--- config.mk ---
export PLATFORM = sky130hd
export DESIGN_NAME = pool_window_gen_flat
export DESIGN_NICKNAME = d
export VERILOG_FILES = /design/src/rtl/pool_window_gen_if.sv /design/src/rtl/pool_window_gen.sv /design/src/flat_wrapper.sv
export SDC_FILE = /design/constraint.sdc
export NUM_CORES = 2
export LEC_CHECK = 0
export ABC_AREA = 1
export CAP_MARGIN = 40
export CORE_MARGIN = 5
export CORE_UTILIZATION = 60
export DETAILED_ROUTE_END_ITERATION = 6
export PLACE_DENSITY = 0.74
export SYNTH_ARGS = -nofsm -noshare
export SYNTH_HDL_FRONTEND = slang
export SYNTH_SLANG_ARGS = --single-unit
export TNS_END_PERCENT = 100
--- constraint.sdc ---
create_clock -name clk -period 4.42 [get_ports clk]
set_clock_uncertainty 0.15 [all_clocks]
set_input_delay 0.663 -clock clk [delete_from_list [all_inputs] [get_ports clk]]
set_output_delay 0.663 -clock clk [all_outputs]
set_load 0.03 [all_outputs]
--- src/rtl/pool_window_gen_if.sv ---
// Stream-side bundle for the 2x2 pooling window generator: pixel beats in,
// four-word windows plus strobes out.
interface pool_window_gen_if #(
  parameter int data_width = 32
);
  logic [data_width-1:0] data_in;
  logic                  valid_in;
  logic [data_width-1:0] Out1;
  logic [data_width-1:0] Out2;
  logic [data_width-1:0] Out3;
  logic [data_width-1:0] Out4;
  logic                  valid_out;
  logic                  frame_done;

  modport master (
    output data_in, valid_in,
    input  Out1, Out2, Out3, Out4, valid_out, frame_done
  );

  modport slave (
    input  data_in, valid_in,
    output Out1, Out2, Out3, Out4, valid_out, frame_done
  );
endinterface

--- src/rtl/pool_window_gen.sv ---
// Gathers non-overlapping 2x2 windows (stride 2) from a raster pixel stream,
// using a one-row line buffer plus a single held pixel for the bottom-left.
module pool_window_gen #(
  parameter int data_width = 32,
  parameter int img_width  = 28,
  parameter int img_height = 28
) (
  input  logic             clk,
  input  logic             reset,
  pool_window_gen_if.slave bus
);

  localparam int col_w = (img_width  > 2) ? $clog2(img_width)  : 1;
  localparam int row_w = (img_height > 2) ? $clog2(img_height) : 1;
  localparam logic [col_w-1:0] col_last = col_w'(img_width - 1);
  localparam logic [row_w-1:0] row_last = row_w'(img_height - 1);

  typedef logic [3:0][data_width-1:0] window_t;

  logic [col_w-1:0]      col_cnt_q, col_cnt_d;
  logic [row_w-1:0]      row_cnt_q, row_cnt_d;
  logic [data_width-1:0] prev_pix_q, prev_pix_d;
  window_t               win_q, win_d;
  logic                  valid_out_q, valid_out_d;
  logic                  frame_done_q, frame_done_d;
  logic                  lb_we;
  logic [col_w-1:0]      left_col;
  logic [data_width-1:0] linebuf_q [img_width];

  assign left_col = col_cnt_q - col_w'(1);

  always_comb begin
    // NOTE: every signal assigned here gets a default first, so no path can
    // leave one unassigned and infer a latch.
    col_cnt_d    = col_cnt_q;
    row_cnt_d    = row_cnt_q;
    prev_pix_d   = prev_pix_q;
    win_d        = win_q;
    valid_out_d  = 1'b0;
    frame_done_d = 1'b0;
    lb_we        = 1'b0;

    if (bus.valid_in) begin
      if (!row_cnt_q[0]) begin
        lb_we = 1'b1;
      end else if (!col_cnt_q[0]) begin
        prev_pix_d = bus.data_in;
      end else begin
        win_d        = {bus.data_in, prev_pix_q, linebuf_q[col_cnt_q], linebuf_q[left_col]};
        valid_out_d  = 1'b1;
        frame_done_d = (row_cnt_q == row_last) && (col_cnt_q == col_last);
      end

      if (col_cnt_q == col_last) begin
        col_cnt_d = '0;
        row_cnt_d = (row_cnt_q == row_last) ? '0 : row_cnt_q + row_w'(1);
      end else begin
        col_cnt_d = col_cnt_q + col_w'(1);
      end
    end
  end

  // NOTE: sequential state uses non-blocking assignments so every flop samples
  // the pre-edge value of every other flop, independent of statement order.
  always_ff @(posedge clk) begin
    if (!reset) begin
      col_cnt_q    <= '0;
      row_cnt_q    <= '0;
      prev_pix_q   <= '0;
      win_q        <= '0;
      valid_out_q  <= 1'b0;
      frame_done_q <= 1'b0;
    end else begin
      col_cnt_q    <= col_cnt_d;
      row_cnt_q    <= row_cnt_d;
      prev_pix_q   <= prev_pix_d;
      win_q        <= win_d;
      valid_out_q  <= valid_out_d;
      frame_done_q <= frame_done_d;
    end
  end

  // NOTE: the line buffer has no reset; every entry is written on an even row
  // before the following odd row reads it, so clearing it buys nothing.
  always_ff @(posedge clk) begin
    if (lb_we) begin
      linebuf_q[col_cnt_q] <= bus.data_in;
    end
  end

  assign bus.Out1       = win_q[0];
  assign bus.Out2       = win_q[1];
  assign bus.Out3       = win_q[2];
  assign bus.Out4       = win_q[3];
  assign bus.valid_out  = valid_out_q;
  assign bus.frame_done = frame_done_q;

endmodule

--- src/flat_wrapper.sv ---
// flat-port wrapper written by rule: the top's interface ports become plain ports
module pool_window_gen_flat 
#(
  parameter int data_width = 32,
  parameter int img_width  = 28,
  parameter int img_height = 28
)
  (clk, reset, bus_data_in, bus_valid_in, bus_Out1, bus_Out2, bus_Out3, bus_Out4, bus_valid_out, bus_frame_done);
  pool_window_gen_if #(.data_width(data_width)) bus_i ();
  input  logic clk;
  input  logic reset;
  input wire logic [$bits(bus_i.data_in)-1:0] bus_data_in;
  input wire logic [$bits(bus_i.valid_in)-1:0] bus_valid_in;
  output wire logic [$bits(bus_i.Out1)-1:0] bus_Out1;
  output wire logic [$bits(bus_i.Out2)-1:0] bus_Out2;
  output wire logic [$bits(bus_i.Out3)-1:0] bus_Out3;
  output wire logic [$bits(bus_i.Out4)-1:0] bus_Out4;
  output wire logic [$bits(bus_i.valid_out)-1:0] bus_valid_out;
  output wire logic [$bits(bus_i.frame_done)-1:0] bus_frame_done;
  assign bus_i.data_in = bus_data_in;
  assign bus_i.valid_in = bus_valid_in;
  assign bus_Out1 = bus_i.Out1;
  assign bus_Out2 = bus_i.Out2;
  assign bus_Out3 = bus_i.Out3;
  assign bus_Out4 = bus_i.Out4;
  assign bus_valid_out = bus_i.valid_out;
  assign bus_frame_done = bus_i.frame_done;
  pool_window_gen #(.data_width(data_width), .img_width(img_width), .img_height(img_height)) u_core (.clk(clk), .reset(reset), .bus(bus_i));
endmodule
==> impl_metrics.yaml <==
sta:
  fin_tns_setup_ns: 0
  fin_hold_ws_ns: 0.285
  fmax_mhz: 297
  setup_viol: 0
  rsz0062_at_grt: "no"
  fin_crit_sh_pct: 76.1
  max_slew_margin_pct: -6.43
  maxSlewViolCount: 79
  post-route-min-period_ns: 3.36
  hold_viol: 0
  tightest_slew_ns: 1.60
yosys:
  syn_inst: 6132
  ys.flop_type: "edfxtp_1"
  synth_compound_area_share_pct: 10.4
  synth_edf_count: 896
  yosysWarnings: 0
  yosysMostFrequentCell: "nand2_1"
  async_flop_share_pct: 0
  yosys.area.top_type_share_pct: 51.3
  synthAdderAreaFrac_pct: 0.119
  synth-simple-area-share_pct: 22.9
  synth_cell_types: 32
  synth_top_area_cell: "edfxtp_1"
  yosys-top-cells-count: "1896 x nand2_1, 896 x edfxtp_1, 675 x inv_1"
  ys_top_cells_by_area: "edfxtp_1 51%, nand2_1 14%, dfxtp_1 6.6%, nand3_1 6.4%, inv_1 4.8%"
  synth_xor_area_share_pct: 0.112
  syn_nets: 6172
  synthMuxAreaShare_pct: 0
  syn_avg_cell_area_um2: 8.55
  yosysSeqAreaShare_pct: 57.9
  syn_area_um2: 52400
  synth-seq-cells: 1068
  synth_top_family_by_area: "simple AND/OR/NAND/NOR gates"
die:
  dieArea_um2: 93400
  core_area_um2: 86800
  row_count: 108
  io-pin-count: 165
  die_h_um: 306
  initial_core_util_pct: 60.4
  die_width_um: 306
routing:
  wl_per_cell_um: 23.4
  vias: 44700
  dr.first_iter.drc_count: 7168
  vias_per_cell: 6.06
  ant_nets: 0
  drc: 1
  firstDrtPassIters: 7
  routed_wl_um: 173000
critical_path:
  endpoint_kind: "flip-flop"
  path_class: "reg -> reg"
  startpoint_type: "flip-flop"
  path_max_fanout: 241
  critPathRequiredTime_ns: 4.82
  crit_arrival_ns: 3.76
job:
  max_cap_viol_count: 0
finish:
  final_area_um2: 59100
  drive_gt1_share_pct: 6.16
  nNetsFinal: 6165
  syn_to_final_growth_pct: 12.8
  fin_cells: 7386
  fin_util_pct: 68.1
power:
  powerDensity_nw_per_um2: 401
  power_leakage_nw: 24.5
  peakVddDrop_mv: 0.418
global_routing:
  grt_pass1_wl_um: 255000
  antenna_found_initial: 12
  grt_overflow: 0
  grt_pass1_vias: 41800
  grt_max_degree: 248
  track_usage_pct: 35.8
cts:
  cts-root-buf: "clkbuf_16"
  cts-htree-levels: 3
  cts_tree: "built"
  numCtsBuffers: 110
  postCtsHoldBufs: 0
  clock_latency_ns: 0.70
  cts_setup_buffers: 0
  clkTransAtPathRegs_ns: 0.06
  cts_num_sinks: 1068
  cts_buffer_depth: 3
  ctsResizeCount: 0
run_status:
  violations: "DRC, slew limit"
  status: "finished with violations"
placement:
  portBuffers: 164
  dp_hpwl_um: 99700
  dp_cells: 7168
  placed_area_um2: 55300
  gp_congestion: 0.878
worst_hold_path:
  min_path_type: "in -> reg"
## routing by layer
| layer | track usage [%] | up-vias | part of all wire (%) |
|---|---|---|---|
| li1 | - | 20300 | - |
| met1 | 48.5 | 20900 | 37 |
| met2 | 55.1 | 3043 | 44 |
| met3 | 8.01 | 530 | 14 |
| met4 | 17.9 | 0 | 5.6 |
| met5 | 0 | - | 0 |
## cells by family after synthesis
group | Yosys count
XOR/XNOR | 5
buffers and inverters | 1102
adder cells (fa/ha/maj) | 5
AND/OR/NAND/NOR | 2958
flip-flops | 1068
AO/OA/AOI/OAI | 994
## worst paths after layout
check | depth (start not counted) | end | start | slack, ns
setup reg to reg | 10 | u_core.bus.Out2[21] | u_core.col_cnt_q[0] | 1.06
hold reg to reg | 2 | u_core.bus.Out2[9] | u_core.bus.Out2[9] | 0.33
hold / removal | 3 | u_core.prev_pix_q[19] | bus_data_in[19] | 0.28
setup / recovery | 10 | u_core.bus.Out2[21] | u_core.col_cnt_q[0] | 1.06
## worst max-delay path, stage by stage, from the launching register on
cell,delay [ns]
dfxtp_4,0.62
inv_8,0.20
buf_12,0.27
nand2_1,0.28
nand3_1,0.12
nand3_1,0.12
nand2_1,0.06
inv_1,0.07
nand4_1,0.42
nand2_1,0.22
a21oi_1,0.08
## cells in the final DEF (no fill, tap or decap), types with 32 or more instances in the layout
master	instances
a21oi_1	329
buf_4	103
clkbuf_16	113
clkdlybuf4s50_1	157
dfxtp_1	170
edfxtp_1	896
inv_1	674
nand2_1	1896
nand3_1	672
nor2_1	338
nor2_4	32
o211ai_1	182
o21ai_0	430
o21ai_1	51
## registers in the layout (all words and copies together) (netlist names), 5 cells and up
signal and cells:
u_core.bus.Out4 32, u_core.bus.Out3 32, u_core.bus.Out1 32, u_core.prev_pix_q 32, u_core.linebuf_q 896, u_core.row_cnt_q 5
u_core.col_cnt_q 5, u_core.bus.Out2 32
## where the power goes
group          internal (mW)  switching (mW)  total [mW]
combinational          0.823            2.15        2.98
sequential              11.0          0.0271        11.0
clock                   5.74            4.03        9.77
total                   17.5            6.21        23.7
## area by class of cell
| class | count | area, µm² |
|---|---|---|
| Antenna cell | 9 | 22.5 |
| Clock buffer | 153 | 3180 |
| Clock inverter | 56 | 656 |
| Fill cell | 6697 | 27600 |
| Inverter | 685 | 2590 |
| Multi-Input combinational cell | 3962 | 17900 |
| Sequential cell | 1068 | 30400 |
| Tap cell | 1155 | 1450 |
| Timing Repair Buffer | 298 | 3000 |
## metrics by stage
step,power [mW],setup WS (ns)
after floorplan,13.1,0.934
after global placement,14.0,0.969
after detailed placement,14.1,0.932
after CTS,23.7,1.29
after global routing,24.4,1.05
final,23.7,1.06
Power figures use the tool's default switching activity.
